## config.mk

```make
export PLATFORM = sky130hd
export DESIGN_NAME = hw_mutex_client
export DESIGN_NICKNAME = d
export VERILOG_FILES = /design/src/rtl/event_unit_pkg.sv /design/src/rtl/hw_mutex_client.sv
export SDC_FILE = /design/constraint.sdc
export NUM_CORES = 1
export LEC_CHECK = 0
export BUFFER_PORTS_ARGS = -buffer_cell sky130_fd_sc_hd__clkbuf_2
export CORE_MARGIN = 1.5
export CORE_UTILIZATION = 47
export CTS_CLUSTER_DIAMETER = 80
export DETAILED_ROUTE_END_ITERATION = 12
export GPL_TIMING_DRIVEN = 1
export PLACE_DENSITY = 0.81
export SYNTH_ARGS = -nofsm -noshare
export SYNTH_HDL_FRONTEND = slang
export SYNTH_SLANG_ARGS = --single-unit
```

## constraint.sdc

```tcl
create_clock -name clk_i -period 2.6 [get_ports clk_i]
set_clock_uncertainty 0.15 [all_clocks]
set_input_delay 0.52 -clock clk_i [delete_from_list [all_inputs] [get_ports clk_i]]
set_output_delay 0.52 -clock clk_i [all_outputs]
set_load 0.05 [all_outputs]
```

## src/rtl/event_unit_pkg.sv

```systemverilog
// Shared types for the event unit: hardware mutex client state and opcodes.
package event_unit_pkg;

  // Client FSM states; IDLE is encoded as zero so a reset client reads as all-zero.
  typedef enum logic [2:0] {
    MC_IDLE   = 3'd0,
    MC_LOCK   = 3'd1,
    MC_WAIT   = 3'd2,
    MC_MSG    = 3'd3,
    MC_UNLOCK = 3'd4,
    MC_RESP   = 3'd5
  } mutex_client_state_e;

  // Core bus opcode carried on we_i.
  localparam logic MUTEX_CLIENT_OP_LOCK   = 1'b0;
  localparam logic MUTEX_CLIENT_OP_UNLOCK = 1'b1;

endpackage

```

## src/rtl/hw_mutex_client.sv

```systemverilog
// Per-core hardware mutex client: turns blocking lock/unlock bus accesses into
// single-cycle pulses toward the mutex units, waits for the grant event and
// returns the mutex message. Tracks owned mutexes and flags misuse.
//
// Core handshake: a request is accepted in the cycle where req_i && gnt_o;
// gnt_o is only high in IDLE, so at most one transaction is outstanding.
// Exactly one response follows as a single-cycle rvalid_o pulse, with rdata_o
// and err_o valid only in that cycle. A reset abandons the transaction silently.
module hw_mutex_client
  import event_unit_pkg::*;
#(
  parameter int NB_MUTEX    = 2,
  parameter int MUTEX_MSG_W = 32,
  parameter int WAIT_CNT_W  = 16,
  localparam int ID_W       = (NB_MUTEX > 1) ? $clog2(NB_MUTEX) : 1
) (
  input  logic                            clk_i,
  input  logic                            rst_ni,
  input  logic                            req_i,
  input  logic                            we_i,
  input  logic [ID_W-1:0]                 id_i,
  input  logic [MUTEX_MSG_W-1:0]          wdata_i,
  output logic                            gnt_o,
  output logic                            rvalid_o,
  output logic [MUTEX_MSG_W-1:0]          rdata_o,
  output logic                            err_o,
  output logic [NB_MUTEX-1:0]             lock_req_o,
  output logic [NB_MUTEX-1:0]             unlock_req_o,
  output logic [MUTEX_MSG_W-1:0]          mutex_msg_wdata_o,
  input  logic [NB_MUTEX*MUTEX_MSG_W-1:0] mutex_msg_rdata_i,
  input  logic [NB_MUTEX-1:0]             mutex_event_i,
  output logic [NB_MUTEX-1:0]             owned_o,
  output logic [WAIT_CNT_W-1:0]           wait_cycles_o,
  output mutex_client_state_e             state_o
);

  mutex_client_state_e state_q, state_d;
  logic [ID_W-1:0]        id_q;
  logic                   op_q;
  logic                   err_q;
  logic [MUTEX_MSG_W-1:0] wdata_q;
  logic [MUTEX_MSG_W-1:0] msg_q;
  logic [MUTEX_MSG_W-1:0] msg_sel;
  logic [NB_MUTEX-1:0]    owned_q;
  logic [NB_MUTEX-1:0]    id_mask;
  logic [WAIT_CNT_W-1:0]  wait_cnt_q;

  assign id_mask = NB_MUTEX'(1) << id_q;

  // Select the message slice belonging to the latched mutex id.
  always_comb begin
    msg_sel = '0;
    for (int k = 0; k < NB_MUTEX; k++) begin
      if (id_q == ID_W'(k)) msg_sel = mutex_msg_rdata_i[k*MUTEX_MSG_W +: MUTEX_MSG_W];
    end
  end

  // State register.
  always_ff @(posedge clk_i) begin
    if (!rst_ni) state_q <= MC_IDLE;
    else         state_q <= state_d;
  end

  // Next-state logic; the grant event is honoured already in the LOCK cycle.
  always_comb begin
    state_d = state_q;
    case (state_q)
      MC_IDLE: begin
        if (req_i) begin
          if (we_i == MUTEX_CLIENT_OP_UNLOCK) state_d = owned_q[id_i] ? MC_UNLOCK : MC_RESP;
          else                                state_d = owned_q[id_i] ? MC_RESP : MC_LOCK;
        end
      end
      MC_LOCK:   state_d = mutex_event_i[id_q] ? MC_MSG : MC_WAIT;
      MC_WAIT:   if (mutex_event_i[id_q]) state_d = MC_MSG;
      MC_MSG:    state_d = MC_RESP;
      MC_UNLOCK: state_d = MC_RESP;
      MC_RESP:   state_d = MC_IDLE;
      default:   state_d = MC_IDLE;
    endcase
  end

  // Datapath registers: latched request, ownership bitmap, wait counter, message.
  always_ff @(posedge clk_i) begin
    if (!rst_ni) begin
      id_q       <= '0;
      op_q       <= MUTEX_CLIENT_OP_LOCK;
      err_q      <= 1'b0;
      wdata_q    <= '0;
      msg_q      <= '0;
      owned_q    <= '0;
      wait_cnt_q <= '0;
    end else begin
      case (state_q)
        MC_IDLE: begin
          if (req_i) begin
            id_q <= id_i;
            op_q <= we_i;
            if (we_i == MUTEX_CLIENT_OP_UNLOCK) begin
              wdata_q <= wdata_i;
              err_q   <= !owned_q[id_i];
            end else begin
              err_q <= owned_q[id_i];
              if (!owned_q[id_i]) wait_cnt_q <= '0;
            end
          end
        end
        MC_WAIT: if (wait_cnt_q != '1) wait_cnt_q <= wait_cnt_q + WAIT_CNT_W'(1);
        // The message is taken one cycle after the event so a handover message
        // registered by the unit at the event edge is already visible.
        MC_MSG: begin
          msg_q       <= msg_sel;
          owned_q     <= owned_q | id_mask;
        end
        MC_UNLOCK: owned_q <= owned_q & ~id_mask;
        default: ;
      endcase
    end
  end

  // Outputs decoded from the current state and latched request.
  always_comb begin
    gnt_o        = req_i && (state_q == MC_IDLE);
    lock_req_o   = '0;
    unlock_req_o = '0;
    rvalid_o     = 1'b0;
    rdata_o      = '0;
    err_o        = 1'b0;
    case (state_q)
      MC_LOCK:   lock_req_o   = id_mask;
      MC_UNLOCK: unlock_req_o = id_mask;
      MC_RESP: begin
        rvalid_o = 1'b1;
        err_o    = err_q;
        if (!err_q && op_q == MUTEX_CLIENT_OP_LOCK) rdata_o = msg_q;
      end
      default: ;
    endcase
  end

  assign mutex_msg_wdata_o = wdata_q;
  assign owned_o           = owned_q;
  assign wait_cycles_o     = wait_cnt_q;
  assign state_o           = state_q;

endmodule
```

==> reports/qor.yml <==
status:
  status: "complete, no violations"
die:
  fp.dieH_um: 97.0
  core_area_mm2: 0.00864
  rows: 34
  die_x_um: 97.0
  start_util_pct: 48.1
  die_area_mm2: 0.00941
  ios: 195
clock_network:
  postCtsResizedCells: 2
  cts_root_buf: "clkbuf_8"
  post-cts-setup-buffers: 0
  ctsLongestPathBuffers: 2
  numCtsBuffers: 9
  cts_tree: "done"
  clk-insertion-delay-late_ns: 0.35
  h-tree-depth: 3
  clk_pin_slew_ns: 0.10
  hold_buffers: 0
  cts.sinks: 88
synth:
  synth_top_area_share_pct: 42.4
  syn_avg_cell_area_um2: 8.58
  synth_top_flop_cell: "dfxtp_1"
  synth_edf_count: 0
  synthTopCellsByCount: "nand2_1 (114), dfxtp_1 (88), and2_1 (33), mux2i_1 (33), o211a_1 (32)"
  yosys.area.top_type: "dfxtp_1"
  syn-cell-area_mm2: 0.00415
  synth.most_common_cell: "nand2_1"
  async_flop_share_pct: 0
  ys_top_cells_by_area: "dfxtp_1 (42%), nand2_1 (10%), mux2i_1 (8.0%)"
  ys_ff_latch: 88
  seq_area_frac_synth_pct: 42.4
  synthDistinctLibCells: 42
  yosysWarnings: 0
  synth_nets: 590
  synthCells: 484
layout:
  stdcell_count: 777
  drive_above_1_share_pct: 39.9
  multiInputGateArea_mm2: 0.00226
  fillerInstances: 739
  area_growth_pct: 31.5
  utilization_pct: 63.2
  n_antenna_cell: 0
  regArea_mm2: 0.00177
  fin_nets: 770
pwr:
  p_leak_nw: 2.78
  powerDensity_mw_per_mm2: 744
  ir_drop_mv: 0.374
timing:
  slew_headroom_pct: 61.0
  max_freq_mhz: 403
  setup_tns_ns: 0
  fin_crit_sh_pct: 95.4
  fin_crit_ns: 2.48
  tightest_slew_ns: 0.579
  hold_violations: 0
  rsz0062_at_grt: "no"
  setup_viol: 0
  drv_slew: 0
  worst_hold_slack_ns: 0.223
worst_setup_path:
  slowest_delay_ns: 0.63
  path_cells: "or4b_4 > inv_1 > clkbuf_2"
  cp_top_family: "simple AND/OR/NAND/NOR gates"
  worst_ep_arrival_time_ns: 1.81
  critical_path_class: "reg2out"
  critPathMaxFanout: 8
  cp.required_ns: 1.93
  critical_path.slowest_cell: "or4b_4"
  startpoint_type: "flip-flop"
  path_buf_inv: 2
  endpoint_kind: "output pin"
global_route:
  antenna_found_initial: 0
  grt_pass1_vias: 3847
  grt_first_pass_wirelength_mm: 17.5
  grt_max_degree: 50
  grt_overflow: 0
  grt_usage_pct: 22.5
route:
  wl_per_cell_um: 13.7
  drt_iter0_drc: 96
  drt.antenna.violating_nets: 0
  wl_mm: 10.6
  drc: 0
  drt-vias-per-instance: 5.15
  drtPass1Iterations: 4
  vias: 4003
worst_hold_path:
  min_path_type: "in2reg"
placed_design:
  gp_congestion: 0.854
  port_buffers: 194
  dp.final_hpwl_mm: 7.87
  dp_cells: 761
flow_run:
  drv_cap: 0
==> flip-flops by register name (all words and copies together) (netlist names), named ones only <==
| register | cells |
|---|---|
| err_q | 1 |
| id_q | 1 |
| msg_q | 32 |
| mutex_msg_wdata_o | 32 |
| op_q | 1 |
| state_o | 3 |
| wait_cycles_o | 16 |
==> area by class of cell <==
type	count	share of cell area, %
clock buffers	9	2.27
clock inverters	7	1.15
inverters	7	0.481
multi-input cells	353	41.4
flip-flops and latches	88	32.4
well taps	108	2.47
repair buffers	205	19.9
==> worst paths after layout <==
path | start | to | slack [ns] | cells after the start
hold reg to reg | mutex_msg_wdata_o[10] | mutex_msg_wdata_o[10] | 0.31 | 2
setup reg to reg | wait_cycles_o[1] | wait_cycles_o[4] | 0.36 | 7
hold / removal | wdata_i[7] | mutex_msg_wdata_o[7] | 0.22 | 3
setup / recovery | state_o[1] | gnt_o | 0.12 | 3
==> power breakdown <==
part           leakage (nW)  internal, mW  switching [mW]
clock network        0.0916         0.369           0.535
registers             0.715          1.54           0.169
logic                  1.98         0.478           0.971
==> worst min-delay path, cell delays in order <==
cell and delay, ns:
clkbuf_2 0.08, nand2_1 0.05, a21boi_1 0.05
==> placed cells by master, fill, tap and decap left out, types with 3 or more instances in the layout <==
master	n
o21ai_1	9
a21boi_0	31
a21boi_1	5
o31ai_1	5
nand3_1	9
mux2i_1	33
clkbuf_8	9
ha_1	3
inv_8	3
a31oi_1	3
o21ai_0	11
nor2_1	18
a21oi_1	9
dfxtp_1	85
o211a_1	32
nor4_1	3
nor3b_1	4
clkbuf_2	193
and3_1	3
nand4_1	3
inv_1	7
and2_2	31
buf_4	9
nand2_1	114
nor3_1	4
nor2b_1	3
==> per-stage QoR <==
stage / instance area [um2] / setup WS (ns) / total power, mW
floorplan: 4210 / -0.139 / 2.83
global placement: 5270 / 0.382 / 3.14
detailed placement: 5270 / 0.316 / 3.19
CTS: 5460 / 0.0333 / 4.09
global route: 5460 / 0.00190 / 4.29
finish: 5460 / 0.119 / 4.06
==> routing by layer <==
| layer | GRT usage (%) | up-vias | wire length (um) |
|---|---|---|---|
| li1 | - | 2015 | - |
| met1 | 25.9 | 1838 | 4470 |
| met2 | 40.7 | 130 | 5430 |
| met3 | 4.19 | 20 | 519 |
| met4 | 8.92 | 0 | 214 |
| met5 | 0 | - | 0 |
==> kinds of logic (layout without fill, tap and decap cells) <==
| group | after synthesis | after routing | share of synthesized area [%] |
|---|---|---|---|
| compound gates | 110 | 110 | 20.4 |
| simple gates | 205 | 205 | 23.2 |
| buf+inv | 43 | 228 | 4.61 |
| flops | 88 | 88 | 42.4 |
| xor+xnor | 1 | 1 | 0.211 |
| mux | 34 | 34 | 8.23 |
| fa+ha+maj | 3 | 3 | 0.904 |
Note: power is estimated with default switching activity, not from simulation.
